## src/rtl/uart_tx_frame_arb.sv

```systemverilog
// Round-robin arbiter sharing one byte-wide UART transmitter between NUM_REQ
// telemetry sources. Each grant sends a 3-byte frame (header, word MSB,
// word LSB) and is followed by an enforced idle gap before the next grant.
module uart_tx_frame_arb #(
    parameter int         NUM_REQ    = 2,
    parameter logic [7:0] HDR_BASE   = 8'hA0,
    parameter int         GAP_CYCLES = 16
) (
    input  logic                    clk,
    input  logic                    rst_n,
    input  logic [NUM_REQ-1:0]      req,
    input  logic [16*NUM_REQ-1:0]   payload,
    output logic [NUM_REQ-1:0]      ack,
    output logic                    busy,
    output logic                    trmt,
    output logic [7:0]              tx_data,
    input  logic                    tx_done
);

    localparam int IW = (NUM_REQ < 2) ? 1 : $clog2(NUM_REQ);
    localparam int GW = (GAP_CYCLES < 2) ? 1 : $clog2(GAP_CYCLES + 1);
    localparam logic [GW-1:0] GAP_MAX = GW'(GAP_CYCLES);

    localparam logic [1:0] IDLE = 2'd0;
    localparam logic [1:0] SEND = 2'd1;
    localparam logic [1:0] WAIT = 2'd2;

    logic [1:0]    state;
    logic [1:0]    byte_idx;
    logic [IW-1:0] gnt_id;
    logic [IW-1:0] last;
    logic [15:0]   word;
    logic [GW-1:0] gap_cnt;
    logic          wait_first;   // first WAIT cycle: tx_done may still be stale

    logic          found;
    logic [IW-1:0] next_id;
    logic [IW-1:0] cand;
    logic          grant;

    // Pick the first requester after the last grant, wrapping around.
    always_comb begin
        found   = 1'b0;
        next_id = '0;
        cand    = '0;
        for (int k = NUM_REQ; k >= 1; k--) begin
            cand = IW'((int'(last) + k) % NUM_REQ);
            if (req[cand]) begin
                found   = 1'b1;
                next_id = cand;
            end
        end
    end

    assign grant = (state == IDLE) && (gap_cnt == GAP_MAX) && found;

    // A byte is launched exactly in the single SEND cycle.
    assign trmt = (state == SEND);

    // Frame sequencing, gap timing and ack/busy generation.
    always_ff @(posedge clk) begin
        if (!rst_n) begin
            state      <= IDLE;
            byte_idx   <= '0;
            gnt_id     <= '0;
            last       <= IW'(NUM_REQ - 1);
            word       <= '0;
            gap_cnt    <= GAP_MAX;
            wait_first <= 1'b0;
            ack        <= '0;
            busy       <= 1'b0;
            tx_data    <= 8'h00;
        end else begin
            ack <= '0;
            case (state)
                IDLE: begin
                    if (grant) begin
                        gnt_id   <= next_id;
                        last     <= next_id;
                        word     <= payload[16*next_id +: 16];
                        byte_idx <= 2'd0;
                        busy     <= 1'b1;
                        tx_data  <= HDR_BASE + 8'(next_id);
                        state    <= SEND;
                    end else begin
                        // busy stays up through the ack cycle, drops after
                        busy <= 1'b0;
                        if (gap_cnt != GAP_MAX)
                            gap_cnt <= gap_cnt + 1'b1;
                    end
                end
                SEND: begin
                    wait_first <= 1'b1;
                    state      <= WAIT;
                end
                WAIT: begin
                    wait_first <= 1'b0;
                    if (!wait_first && tx_done) begin
                        if (byte_idx != 2'd2) begin
                            byte_idx <= byte_idx + 2'd1;
                            tx_data  <= (byte_idx == 2'd0) ? word[15:8] : word[7:0];
                            state    <= SEND;
                        end else begin
                            ack     <= NUM_REQ'(1) << gnt_id;
                            gap_cnt <= '0;
                            state   <= IDLE;
                        end
                    end
                end
                default: state <= IDLE;
            endcase
        end
    end

endmodule
```

## config.mk

```make
export PLATFORM = sky130hd
export DESIGN_NAME = uart_tx_frame_arb
export DESIGN_NICKNAME = d
export VERILOG_FILES = /design/src/rtl/uart_tx_frame_arb.sv
export SDC_FILE = /design/constraint.sdc
export NUM_CORES = 1
export LEC_CHECK = 0
export BUFFER_PORTS_ARGS = -buffer_cell sky130_fd_sc_hd__buf_2
export CORE_MARGIN = 3
export CORE_UTILIZATION = 30
export CTS_CLUSTER_SIZE = 10
export DETAILED_ROUTE_END_ITERATION = 10
export SLEW_MARGIN = 15
export SYNTH_ARGS = -nofsm -noshare
export SYNTH_HDL_FRONTEND = slang
export SYNTH_SLANG_ARGS = --single-unit
```

## constraint.sdc

```tcl
create_clock -name clk -period 1.7 [get_ports clk]
set_input_delay 0.17 -clock clk [delete_from_list [all_inputs] [get_ports clk]]
set_output_delay 0.17 -clock clk [all_outputs]
set_load 0.005 [all_outputs]
```

Word-level counts from Yosys, hierarchy flattened
Cells that the tools add are included.
{"block": "op_classes", "addsub": 5, "magnitude_cmp": 2, "eq_ne": 11, "shifts": 2, "n_mux": 28, "bitwise_logic": 3, "reduce_logical": 13}
{"cell": "8-bit 2-to-1 mux", "count": 4}
{"cell": "32-bit by 6-bit variable part select with 16-bit output", "count": 1}
{"cell": "5-bit 2-to-1 mux", "count": 4}
{"cell": "8-bit one-hot mux with 2 select lines", "count": 1}
{"cell": "2-bit inequality test (second input constant)", "count": 6}
{"cell": "1-bit 2-to-1 mux", "count": 10}
{"cell": "2-bit 2-to-1 mux", "count": 5}
{"cell": "5-bit one-hot mux with 2 select lines", "count": 1}
{"cell": "8-bit by 1-bit adder with 8-bit output (first input constant)", "count": 1}
{"cell": "2-bit one-hot mux with 3 select lines", "count": 1}
{"cell": "5-bit by 1-bit adder with 5-bit output (second input constant)", "count": 1}
{"cell": "5-bit == test (second input constant)", "count": 1}
{"cell": "5-bit inequality test (second input constant)", "count": 1}
{"cell": "5-bit AND reduction", "count": 1}
{"cell": "2-bit logical NOT", "count": 2}
{"cell": "1-bit by 2-bit less-than comparator with 1-bit output (second input constant)", "count": 2}
{"cell": "2-bit one-hot mux with 2 select lines", "count": 1}
{"cell": "2-bit AND reduction", "count": 2}
{"cell": "4-bit AND reduction", "count": 1}
{"cell": "2-bit nonzero test", "count": 2}
{"cell": "4-bit OR reduction", "count": 1}
{"cell": "1-bit logical AND", "count": 3}
{"cell": "1-bit inverter", "count": 3}
{"cell": "1-bit adder (second input constant)", "count": 2}
{"cell": "7 further kinds", "count": 7}
{"block": "totals", "ff_bits": 39}

Depth between registers and ports, before layout
Gate-level depths: netlist (run 1).
{"block": "logic_depth", "ltp_word": 8, "ltp_mapped": 8, "ltp_nobuf": 6}

Worst setup path before layout (run 1)
No wires, ideal clock.
{"block": "synth_path", "kind": "register to register", "start": "register state[0]", "end": "register tx_data[0]", "arrival_time_ns": 1.587, "required_ns": 1.628, "setup_slack_ns": 0.042, "stages_incl_launch_ff": 8, "period_less_slack_ns": 1.658, "cell_sequence": "dfxtp_1 -> inv_1 -> ha_1 -> nand3b_4 -> o31ai_4 -> and2_1 -> buf_6 -> mux2i_1"}
{"block": "synth_via", "elab_chain_len": 5, "word_cells_on_any_way": 10, "classes_between": "eq/ne: 4; mux: 1; reduce/logical: 5"}
{"element": "from (decl)", "line_no": "28", "rtl": "logic [1:0] state;"}
{"element": "from (signal assigned)", "line_no": "63", "rtl": "state <= IDLE;"}
{"element": "from (signal assigned)", "line_no": "84", "rtl": "state <= SEND;"}
{"element": "from (signal assigned)", "line_no": "94", "rtl": "state <= WAIT;"}
{"element": "2-bit logical NOT", "line_no": "55, 75"}
{"element": "1-bit logical AND (2 in series)", "line_no": "55", "rtl": "assign grant = (state == IDLE) && (gap_cnt == GAP_MAX) && found;"}
{"element": "2-bit inequality test (no line)"}
{"element": "4-bit AND reduction (no line)"}
{"element": "to (signal assigned)", "line_no": "83", "rtl": "tx_data <= HDR_BASE + 8'(next_id);"}
{"element": "to (signal assigned)", "line_no": "101", "rtl": "tx_data <= (byte_idx == 2'd0) ? word[15:8] : word[7:0];"}
{"element": "to (decl)", "line_no": "16", "rtl": "output logic [7:0] tx_data,"}
Parallel ways exist; a longest one is shown, timed or not.
A chain may end at the register's enable or synchronous reset.

Final worst setup path (run 1)
{"block": "layout_path", "start": "register byte_idx[0]", "end": "register tx_data[3]"}
{"block": "layout_via", "elab_chain_len": 5, "word_cells_on_any_way": 8, "classes_between": "eq/ne: 2; mux: 4; reduce/logical: 2"}
{"element": "from (decl)", "line_no": "29", "rtl": "logic [1:0] byte_idx;"}
{"element": "from (signal assigned)", "line_no": "100", "rtl": "byte_idx <= byte_idx + 2'd1;"}
{"element": "2-bit logical NOT", "line_no": "101"}
{"element": "8-bit 2-to-1 mux", "line_no": "101"}
{"element": "8-bit 2-to-1 mux", "line_no": "99", "rtl": "if (byte_idx != 2'd2) begin"}
{"element": "8-bit 2-to-1 mux", "line_no": "98", "rtl": "if (!wait_first && tx_done) begin"}
{"element": "8-bit one-hot mux with 2 select lines", "line_no": "75", "rtl": "case (state)"}
Parallel ways exist; a longest one is shown, timed or not. The select of a mux whose other input is x is not followed.

==> flow_metrics.py, run 1 <==
metrics = {
    "clock_network": {
        "cts_max_path_buffers": 2,
        "clock-sinks": 39,
        "htreeDepth": 2,
        "numCtsBuffers": 5,
        "cts_root_buffer": "clkbuf_8",
        "path_clk_slew_ps": 90,
        "cts_tree": "built",
        "clk_latency_ps": 300,
    },
    "hold_path": {
        "hold_class": "primary input to flop",
    },
    "timing": {
        "fin_tns_setup_ps": 0,
        "period_share_pct": 92.1,
        "worstMarginPinSlew_ps": 459,
        "grt_setup_unrepaired": "false",
        "clock.fmax_mhz": 639,
        "min_period_ps": 1570,
        "hold_viol": 0,
        "final.setup_skew_ps": 14.7,
        "slew_headroom_pct": 69.4,
        "slew_viol_final": 0,
        "setup_viol": 0,
    },
    "grt": {
        "first_global_vias": 1534,
        "antenna_found_initial": 0,
        "grt_max_degree": 37,
        "grt_pass1_wl_um": 7020,
        "grt_usage_pct": 11.6,
        "grt-ovfl-total": 0,
    },
    "critical_path": {
        "timing.rr.end": "tx_data[3]",
        "crit_end": "tx_data[3]",
        "critPathLaunchType": "flop",
        "cp_max_fo": 10,
        "required_ps": 1920,
        "crit_start": "byte_idx[0]",
        "arrival_ps": 1790,
        "endpoint_kind": "flop",
        "rr_startpoint": "byte_idx[0]",
        "regToRegSetupSlack_ps": 130,
        "rr_worst_depth": 7,
        "critical_path_class": "flop to flop",
    },
    "die": {
        "die-area_sq_um": 7670,
        "die_x_um": 87.6,
        "fp-row-count": 29,
        "core-area_sq_um": 6390,
        "die_y_um": 87.6,
        "ios": 49,
        "initial_core_util_pct": 31.2,
    },
    "final_layout": {
        "final.fill_count": 665,
        "drive_gt1_share_pct": 33.5,
        "layout_commonest_cell": "buf_2",
        "nets": 307,
        "diodes": 0,
        "area_growth_pct": 28.5,
        "stdcell_count": 340,
        "mostFrequentLayoutCells": "buf_2 (48), dfxtp_1 (38), nand2_1 (34)",
    },
    "power": {
        "ir_worst_vdd_uv": 1120,
        "power.density_nw_per_um2": 1630,
        "p_switching_uw": 1460,
        "p_sw_share_pct": 34.8,
        "power_frac_comb_pct": 47.6,
        "internal_power_uw": 2730,
        "seqPwrFrac_pct": 33.4,
        "clockPowerShare_pct": 19.0,
        "leakagePower_uw": 0.00129,
    },
    "flow_run": {
        "max_cap_violations": 0,
    },
    "outcome": {
        "status": "complete, no violations",
    },
    "synthesis": {
        "synth_area_leader_cell": "dfxtp_1",
        "ys_warn_count": 0,
        "syn_nets": 251,
        "netlist_top_cells_area": "dfxtp_1 (39%), mux2i_1 (14%), o211a_1 (9.5%)",
        "synth.top_cell.area_share_pct": 39.1,
        "synth.distinct_cells": 39,
        "synth-seq-cells": 39,
        "yosysSeqAreaShare_pct": 39.1,
        "avgSynthCellArea_sq_um": 9.69,
        "postSynthCellCount": 206,
        "netlist_area_sq_um": 2000,
    },
    "routing": {
        "routed_wirelength_um": 4150,
        "ant_nets": 0,
        "drtPass1Iterations": 5,
        "via_per_inst": 4.70,
        "drc": 0,
        "via_count": 1599,
        "drt_iter0_markers": 48,
        "wl_per_cell_um": 12.2,
    },
    "placement": {
        "dp.cells": 332,
        "place_congestion": 0.767,
        "hpwl_um": 3170,
        "port_buffers": 48,
    },
}
## metal layers
metal  wire [um]  share of wire (%)  up-vias  track usage [%]
met4          65                1.6        0             4.60
met5           0                  0        -                0
met1        2000                 48      720             15.6
met3         225                5.4        5             3.01
li1            -                  -      841                -
met2        1860                 45       33             17.9
## registers in the layout, summed over array words and instances, names as in the netlist
name        count
ack             2
busy            1
byte_idx        2
gap_cnt         5
gnt_id          1
last            1
state           2
tx_data         8
wait_first      1
word           16
## synth_stat cells, drive strengths merged
| master | instances |
|---|---|
| a21boi | 3 |
| a21oi | 2 |
| a31oi | 1 |
| and2 | 3 |
| and2b | 1 |
| and3 | 1 |
| and4b | 1 |
| buf | 8 |
| clkbuf | 6 |
| dfxtp | 39 |
| ha | 8 |
| inv | 7 |
| mux2 | 5 |
| mux2i | 27 |
| nand2 | 34 |
| nand2b | 5 |
| nand3 | 8 |
| nand3b | 1 |
| nand4 | 3 |
| nor2 | 5 |
| nor2b | 1 |
| nor3 | 1 |
| nor3b | 1 |
| o211a | 19 |
| o211ai | 2 |
| o21ai | 4 |
| o221ai | 1 |
| o22ai | 1 |
| o2bb2ai | 1 |
| o311ai | 1 |
| o31ai | 1 |
| or2b | 1 |
| or3b | 1 |
| xnor2 | 1 |
| xor2 | 2 |
## worst max-delay path: stages, from the launching register on
cell,delay [ps]
dfxtp_1,350
inv_1,70
ha_1,220
nand2b_1,180
o21ai_1,190
and2_4,180
buf_12,130
mux2i_1,180
## logic make-up after synthesis
family                   after synthesis  share of synthesized area [%]
adder cells (fa/ha/maj)                8                           5.02
AND/OR/NAND/NOR                       67                           17.3
multiplexers                          32                           16.4
XOR/XNOR                               3                           1.32
buffers and inverters                 21                           4.95
flip-flops                            39                           39.1
AO/OA/AOI/OAI                         36                           15.9
## layout make-up
class	count	area (sq um)	area share (%)
clock buffer	5	68.8	2.68
multi-input combinational	146	1150	44.9
tap	77	96.3	3.76
sequential	39	782	30.5
clock inverter	3	47.5	1.85
inverter	7	26.3	1.02
timing repair buffer	63	390	15.2
## through the flow
step	total power, uW	hold WS [ps]	util, %	instance area (sq um)	setup slack, ps
4_1_cts	4150	211	39.7	2530	18.1
2_1_floorplan	2720	404	-	2000	41.5
3_3_place_gp	3310	418	37.8	2410	87.2
6_report	4190	210	40.1	2560	134
3_5_place_dp	3330	426	37.8	2410	14.4
5_1_grt	4530	221	40.1	2560	2.15
## what timing repair did
| action | CTS | global route |
|---|---|---|
| resized for setup | 2 | 9 |
| buffers inserted | 0 | 0 |
| setup endpoints to repair | 3 | 12 |
| hold buffers | 0 | 0 |
## worst min path at each step
stage,startpoint,slack (ps),end,depth (start not counted)
after detailed placement,gnt_id,430,ack[0],1
after global routing,payload[4],220,word[4],4
final,payload[4],210,word[4],4
after global placement,gnt_id,420,ack[0],1
after CTS,payload[9],210,word[9],4
after floorplan,gnt_id,400,ack[0],1
## power by group through the flow
stage	clock [uW]	combinational, uW	sequential, uW
2_1_floorplan	0	1350	1370
3_3_place_gp	0	1910	1400
3_5_place_dp	0	1920	1410
4_1_cts	821	1940	1390
5_1_grt	868	2220	1440
6_report	793	1990	1400
Power figures use the tool's default switching activity.
==> run 2, diff against run 1 <==
--- a/config.mk
+++ b/config.mk
@@ -8,7 +8,6 @@
 export BUFFER_PORTS_ARGS = -buffer_cell sky130_fd_sc_hd__buf_2
 export CORE_MARGIN = 3
 export CORE_UTILIZATION = 30
-export CTS_CLUSTER_SIZE = 10
 export DETAILED_ROUTE_END_ITERATION = 10
 export SLEW_MARGIN = 15
 export SYNTH_ARGS = -nofsm -noshare
==> constraint.sdc (replaced) <==
create_clock -name clk -period 1.4 [get_ports clk]
set_input_delay 0.14 -clock clk [delete_from_list [all_inputs] [get_ports clk]]
set_output_delay 0.14 -clock clk [all_outputs]
set_load 0.005 [all_outputs]
==> run 2 against run 1 <==
- the run now ends with setup timing left
- clock skew shrank 9.6 ps
- global-route usage grew 0.74 points
- critical path depth grew 2
- critical path type unchanged
- critical endpoint is now word[8]
- hold slack lost 13 ps
- total power grew 36%
- non-clock buffer count grew 17
- final area grew 9.2%
==> flow_metrics.py, run 2 (same netlist as run 1, synthesis figures left out) <==
metrics = {
    "die": {
        "core-area_sq_um": 6390,
        "die-area_sq_um": 7670,
        "die_x_um": 87.6,
        "ios": 49,
        "die_y_um": 87.6,
        "initial_core_util_pct": 31.2,
        "fp-row-count": 29,
    },
    "final_layout": {
        "area_growth_pct": 40.3,
        "reg_top3": "word x16, tx_data x8, gap_cnt x5",
        "top_register": "word",
        "drive_gt1_share_pct": 42.9,
        "mostFrequentLayoutCells": "buf_2 (47), dfxtp_1 (37), nand2_1 (33)",
        "nets": 325,
        "largest_reg_flops": 16,
        "final_util_pct": 43.8,
        "final.fill_count": 647,
        "layout_commonest_cell": "buf_2",
        "stdcell_area_sq_um": 2800,
        "diodes": 0,
    },
    "timing": {
        "worstMarginPinSlew_ps": 431,
        "slew_headroom_pct": 71.2,
        "slew_viol_final": 0,
        "fin_ws_ps": -139,
        "hold_viol": 0,
        "clock.fmax_mhz": 650,
        "setup_viol": 32,
        "min_period_ps": 1540,
        "whs_ps": 197,
        "period_share_pct": 110,
        "final.setup_skew_ps": 5.07,
        "grt_setup_unrepaired": "true",
        "fin_tns_setup_ps": -2400,
    },
    "routing": {
        "drtPass1Iterations": 4,
        "via_count": 1732,
        "routed_wirelength_um": 4750,
        "ant_nets": 0,
        "drt_iter0_markers": 71,
        "via_per_inst": 4.85,
        "drc": 0,
        "wl_per_cell_um": 13.3,
    },
    "power": {
        "leakagePower_uw": 0.00140,
        "internal_power_uw": 3690,
        "power.density_nw_per_um2": 2030,
        "ir_worst_vdd_uv": 1310,
        "p_switching_uw": 2000,
        "clockPowerShare_pct": 13.2,
        "seqPwrFrac_pct": 29.9,
        "p_sw_share_pct": 35.2,
        "power_frac_comb_pct": 56.8,
    },
    "grt": {
        "grt_usage_pct": 12.4,
        "grt.met2_usage_pct": 19.9,
        "grt_max_degree": 37,
        "use_met3_pct": 3.10,
        "first_global_vias": 1632,
        "grt-ovfl-total": 0,
        "grt_pass1_wl_um": 7480,
        "use_met1_pct": 16.3,
        "antenna_found_initial": 0,
        "top_usage_layer": "met2",
    },
    "clock_network": {
        "cts_root_buffer": "clkbuf_8",
        "cts_tree": "built",
        "cts_max_path_buffers": 2,
        "numCtsBuffers": 5,
        "clk_latency_ps": 290,
        "clock-sinks": 39,
        "htreeDepth": 2,
        "hold_buffers": 0,
        "path_clk_slew_ps": 70,
    },
    "hold_path": {
        "min_to": "word[1]",
        "hold_class": "primary input to flop",
        "hold_depth": 4,
        "min-delay-start": "payload[1]",
    },
    "critical_path": {
        "rr_worst_depth": 9,
        "slowest_delay_ps": 370,
        "critPathBufInv": 4,
        "critical_path_class": "flop to flop",
        "timing.rr.end": "word[8]",
        "endpoint_kind": "flop",
        "critical_path.slowest_cell": "dfxtp_4",
        "required_ps": 1580,
        "arrival_ps": 1720,
        "critPathLaunchType": "flop",
        "rr_startpoint": "state[1]",
        "cpLargestDelayFamily": "buffers and inverters",
        "cp_cell_sequence": "inv_4, ha_4, nand3b_4, buf_12, nor3_4, buf_6, clkbuf_16, nand2_2, o211a_1",
        "regToRegSetupSlack_ps": -140,
        "cp_max_fo": 18,
    },
    "outcome": {
        "violations": "setup timing",
        "status": "complete, but fails checks",
    },
    "placement": {
        "port_buffers": 48,
        "placed_area_sq_um": 2570,
        "place_congestion": 0.751,
        "dp_slack_ps": -111,
        "hpwl_um": 3300,
    },
    "flow_run": {
        "max_cap_violations": 0,
    },
}
run 2: cell count changes in the layout (fill, tap and decap cells not counted), sizes merged:
cell    change
inv         -1
and2        +1
buf        +15
clkbuf      +3
bufinv      -1
run 2: area by class of cell:
class	instances	area [sq um]	share of cell area [%]
flip-flops and latches	39	786	28.1
inverters	7	31.3	1.12
well taps	77	96.3	3.44
multi-input cells	147	1220	43.7
clock buffers	6	82.6	2.95
clock inverters	1	5.00	0.179
repair buffers	80	576	20.6
run 2: power by group through the flow:
stage / Clock [uW] / Sequential [uW] / Combinational, uW
finish: 754 / 1700 / 3240
floorplan: 0 / 1680 / 1810
global route: 827 / 1750 / 3520
CTS: 777 / 1700 / 2910
detailed placement: 0 / 1710 / 2770
global placement: 0 / 1700 / 2740
run 2: how the worst max path moves through the flow:
stage | startpoint | to | cells past startpoint
floorplan | state[0] | gap_cnt[1] | 7
global placement | byte_idx[0] | tx_data[5] | 5
detailed placement | gap_cnt[0] | word[6] | 8
CTS | state[1] | last | 8
global route | state[1] | last | 9
finish | state[1] | word[8] | 9
run 2: worst register-to-register path, stage by stage (launching register included):
cell	delay, ps
dfxtp_4	370
inv_4	60
ha_4	150
nand3b_4	100
buf_12	140
nor3_4	120
buf_6	150
clkbuf_16	180
nand2_2	50
o211a_1	110
run 2: repair_timing:
item | in CTS | in global routing
buffers inserted | 4 | 2
hold endpoints to repair | 0 | 0
cloned | 1 | 2
gates resized for setup | 15 | 5
pin swaps | 5 | 4
endpoints found under the setup margin | 34 | 37
run 2: through the flow:
stage	total power (uW)	std cells
6_report	5690	357
5_1_grt	6090	357
4_1_cts	5390	354
3_5_place_dp	4480	343
3_3_place_gp	4440	343
2_1_floorplan	3490	206
run 2: metal layers:
| metal | share of wire, % | wire [um] |
|---|---|---|
| met5 | 0 | 0 |
| met4 | 1.1 | 50 |
| met3 | 5.1 | 242 |
| met2 | 46 | 2210 |
| met1 | 47 | 2250 |
